===== config.mk =====
export PLATFORM = sky130hd
export DESIGN_NAME = async_fifo_rd_ctrl
export DESIGN_NICKNAME = d
export VERILOG_FILES = /design/src/rtl/async_fifo_rd_ctrl.sv
export SDC_FILE = /design/constraint.sdc
export NUM_CORES = 1
export LEC_CHECK = 0
export CAP_MARGIN = 20
export CORE_MARGIN = 8
export CORE_UTILIZATION = 43
export DETAILED_ROUTE_END_ITERATION = 6
export GPL_ROUTABILITY_DRIVEN = 0
export PLACE_DENSITY = 0.8
export SLEW_MARGIN = 25
export SYNTH_ARGS = -nofsm -noshare
export SYNTH_HDL_FRONTEND = slang
export SYNTH_SLANG_ARGS = --single-unit

===== constraint.sdc =====
create_clock -name clk -period 2.65 [get_ports clk]
set_input_delay 0.53 -clock clk [delete_from_list [all_inputs] [get_ports clk]]
set_output_delay 0.53 -clock clk [all_outputs]
set_load 0.03 [all_outputs]

===== src/rtl/async_fifo_rd_ctrl.sv =====
// Read-side controller of the asynchronous FIFO: write-pointer synchronizer, empty/occupancy,
// RAM read addressing and a registered valid/ready output stage.
module async_fifo_rd_ctrl #(
    parameter int DATA_WIDTH = 32,
    parameter int ADDR_WIDTH = 3
) (
    input  logic                  clk,
    input  logic                  reset,
    input  logic [ADDR_WIDTH:0]   wptr_gray,
    input  logic [DATA_WIDTH-1:0] mem_rdata,
    input  logic                  out_ready,
    output logic [ADDR_WIDTH-1:0] mem_raddr,
    output logic [ADDR_WIDTH:0]   rptr_gray,
    output logic [DATA_WIDTH-1:0] out_data,
    output logic                  out_valid,
    output logic                  empty,
    output logic [ADDR_WIDTH:0]   count
);

    localparam int PW = ADDR_WIDTH + 1;

    typedef enum logic {
        ST_IDLE,
        ST_HOLD
    } state_t;

    state_t                r_state;
    logic [PW-1:0]         r_sync1;
    logic [PW-1:0]         r_sync2;
    logic [PW-1:0]         r_rptr_bin;
    logic [PW-1:0]         r_rptr_gray;
    logic [DATA_WIDTH-1:0] r_out_data;
    logic                  r_out_valid;

    logic [PW-1:0]         w_wptr_sync_bin;
    logic [PW-1:0]         w_rptr_bin_inc;
    logic [PW-1:0]         w_rptr_gray_inc;
    logic                  w_empty;
    logic                  w_pop;

    // Each binary bit is the XOR of all Gray bits at or above it.
    generate
        for (genvar gi = 0; gi < PW; gi++) begin : g_gray2bin
            assign w_wptr_sync_bin[gi] = ^r_sync2[PW-1:gi];
        end
    endgenerate

    assign w_rptr_bin_inc  = r_rptr_bin + PW'(1);
    assign w_rptr_gray_inc = w_rptr_bin_inc ^ (w_rptr_bin_inc >> 1);
    assign w_empty         = (r_rptr_bin == w_wptr_sync_bin);
    assign w_pop           = !w_empty && (!r_out_valid || out_ready);

    always_ff @(posedge clk or posedge reset) begin
        if (reset) begin
            r_state     <= ST_IDLE;
            r_sync1     <= '0;
            r_sync2     <= '0;
            r_rptr_bin  <= '0;
            r_rptr_gray <= '0;
            r_out_data  <= '0;
            r_out_valid <= 1'b0;
        end else begin
            r_sync1 <= wptr_gray;
            r_sync2 <= r_sync1;
            case (r_state)
                ST_IDLE: begin
                    if (w_pop) begin
                        r_out_data  <= mem_rdata;
                        r_rptr_bin  <= w_rptr_bin_inc;
                        r_rptr_gray <= w_rptr_gray_inc;
                        r_out_valid <= 1'b1;
                        r_state     <= ST_HOLD;
                    end
                end
                ST_HOLD: begin
                    // Without out_ready everything is frozen; with it we either refill or drain.
                    if (out_ready) begin
                        if (w_pop) begin
                            r_out_data  <= mem_rdata;
                            r_rptr_bin  <= w_rptr_bin_inc;
                            r_rptr_gray <= w_rptr_gray_inc;
                        end else begin
                            r_out_valid <= 1'b0;
                            r_state     <= ST_IDLE;
                        end
                    end
                end
                default: begin
                    r_out_valid <= 1'b0;
                    r_state     <= ST_IDLE;
                end
            endcase
        end
    end

    assign mem_raddr = r_rptr_bin[ADDR_WIDTH-1:0];
    assign rptr_gray = r_rptr_gray;
    assign out_data  = r_out_data;
    assign out_valid = r_out_valid;
    assign empty     = w_empty;
    assign count     = w_wptr_sync_bin - r_rptr_bin;

endmodule


==> flow_summary.ini <==
[outcome]
status = finished, violations left
violations = setup timing

[global_routing]
grt_pass1_vias = 1539
grt-ovfl-total = 0
grt_pass1_wl_um = 7555
antenna_found_initial = 0
grt_use_total_pct = 13.04
grt_max_degree = 43

[die]
num_io_pins = 84
die_x_um = 86
dieArea_um2 = 7396
core.rowCount = 25
start_util_pct = 44.61
coreArea_um2 = 4723
fp.dieH_um = 86

[worst_setup_path]
cp_max_fo = 2
slowest_delay_ps = 530
crit_path_top_delay_cell = fa_2
cp-start-kind = flop
crit_chain = xor2_2 > xor2_2 > xnor2_1 > ha_2 > inv_2 > fa_2 > buf_6
critPathKind = flop to output port
cp_common_cell = xor2_2
required_ps = 2120
critPathArrivalTime_ps = 2190
cp-end-kind = output port
ff2ff_path_depth = 8

[min_path]
whs_path_depth = 0
min_path_type = flop to flop

[logic_synthesis]
ys_top_cells_by_count = 49 x dfrtp_1, 32 x mux2_4, 8 x inv_1
yosys.area.top_type_share_pct = 58.19
ys_types = 20
ys_top_cells_by_area = dfrtp_1 58%, mux2_4 23%, xnor2_1 2.9%
synth.avg_cell_area_um2 = 15.72
yosysMostFrequentCell = dfrtp_1
async_flop_share_pct = 100.0
yosysWarnings = 0
yosysSeqAreaShare_pct = 58.19
syn-cell-area_um2 = 2107
dominantRegCellSynth = dfrtp_1
synth_edf_count = 0
synth_cells = 134
synth.ff_latch_count = 49
syn_nets = 178
synth_area_leader_cell = dfrtp_1

[sta]
fin_crit_sh_pct = 102.7
setup_violations = 3
relSlewSlack_pct = 74.50
worst_pin_slew_ps = 381.9
skew_ps = 3.914
drv_slew = 0
grt_setup_unrepaired = true
tns_ps = -170.9
hold_viol_final = 0
fmax_ghz = 0.3674
worst_slack_ps = -71.93
period_minus_slack_ps = 2722

[finish]
nNetsFinal = 271
drive_above_1_share_pct = 27.19
areaGrowthSynthToFinish_pct = 49.76
diodes = 0

[drt]
wl_um = 4610
vias_per_cell = 4.556
vias = 1344
drcViolationCount = 0
ant_nets = 0
drt_iter0_markers = 33
drtPass1Iterations = 4
post_drt_wl_per_cell_um = 15.63

[power]
finalPower_mw = 3.847
powerDensity_nw_per_um2 = 1219
p_leak_nw = 1.422
ir_worst_vdd_mv = 0.5520

[clock_tree]
clk_pin_slew_worst_paths_ps = 80
clockBufferDepth = 2
htreeDepth = 2
ctsHoldBuffers = 0
cts_root_buf = clkbuf_8
cts_tree = built
clkSinkCount = 49
clkLatencyLatePin_ps = 300
cts_made_buffers = 5

[job]
drv_cap = 0

[placement]
dpl.hpwl_um = 3458
dp_slack_ps = 101.7
io_buffers = 83
==> final cells by class <==
class,count,area [um^2]
tap,67,83.83
clock buffer,6,72.57
inverter,8,30.03
multi-input combinational,73,839.6
sequential,49,1226
fill,345,1568
clock inverter,2,10.01
timing repair buffer,90,893.4
==> power by group <==
part	switching, mW	total, mW	internal, mW
Clock	0.234	0.417	0.183
Sequential	0.190	1.19	1.00
Combinational	1.16	2.24	1.08
==> final timing paths <==
| check | startpoint | slack, ps | endpoint |
|---|---|---|---|
| min reg2reg | r_sync1[2] | 350 | r_sync2[2] |
| max | r_sync2[3] | -70 | count[1] |
| max reg2reg | r_sync2[3] | 160 | r_rptr_bin[1] |
| max in group asynchronous | reset | 1550 | out_data[11] |
| min in group asynchronous | reset | 540 | out_data[26] |
| min | r_sync1[2] | 350 | r_sync2[2] |
==> logic make-up (layout without fill, tap and decap cells) <==
kind of cell / Yosys count / in the layout / share of synthesized area (%)
flip-flops: 49 / 49 / 58.19
multiplexers: 33 / 33 / 23.34
XOR/XNOR: 14 / 14 / 6.176
AND/OR/NAND/NOR: 12 / 12 / 2.256
buffers and inverters: 12 / 106 / 3.563
AO/OA/AOI/OAI: 9 / 9 / 3.148
adder cells (fa/ha/maj): 5 / 5 / 3.326
==> through the flow <==
step / hold slack (ps) / cells / utilization [%] / instance area [um^2]
6_report: 352.8 / 295 / 66.81 / 3156
5_1_grt: 359.9 / 295 / 66.81 / 3156
4_1_cts: 355.1 / 295 / 66.62 / 3147
3_5_place_dp: 335.5 / 284 / 63.87 / 3017
3_3_place_gp: 333.6 / 284 / 63.87 / 3017
2_1_floorplan: 331.2 / 134 / - / 2115
==> what timing repair did <==
item | 4_1_cts | 5_1_grt
setup buffers | 3 | 0
gates resized for setup | 9 | 2
pin swaps | 5 | 6
setup endpoints to repair | 5 | 5
==> metal layers <==
metal / up-vias / track usage [%] / share of wire, %
met5: - / 0 / 0
met4: 0 / 4.618 / 0.95
met1: 650 / 16.13 / 44
met3: 7 / 6.972 / 11
li1: 627 / - / -
met2: 60 / 18.68 / 44
==> layout by cell type, fill, tap and decap left out, types with 2 or more instances in the layout <==
cell             instances
dfrtp_1                 49
xnor2_1                  7
ha_1                     3
inv_1                    6
o21ai_0                  3
buf_6                    2
clkbuf_8                 5
clkdlybuf4s50_1         78
nand2_1                  6
xor2_2                   4
clkinv_2                 2
inv_2                    2
nor2_1                   3
xor2_1                   3
buf_4                    8
mux2_4                  32
==> critical path: cells and delay by family, from the launching register on <==
family                   cells  cell delay, ps
buffers and inverters        2             170
adder cells (fa/ha/maj)      2             730
XOR/XNOR                     3             580
flip-flops                   1             420
==> flip-flops by register name (all words and copies together), names as in the netlist <==
name	flops
out_data	32
out_valid	1
r_rptr_bin	4
r_state	1
r_sync1	4
r_sync2	4
rptr_gray	3
Power figures use the tool's default switching activity.
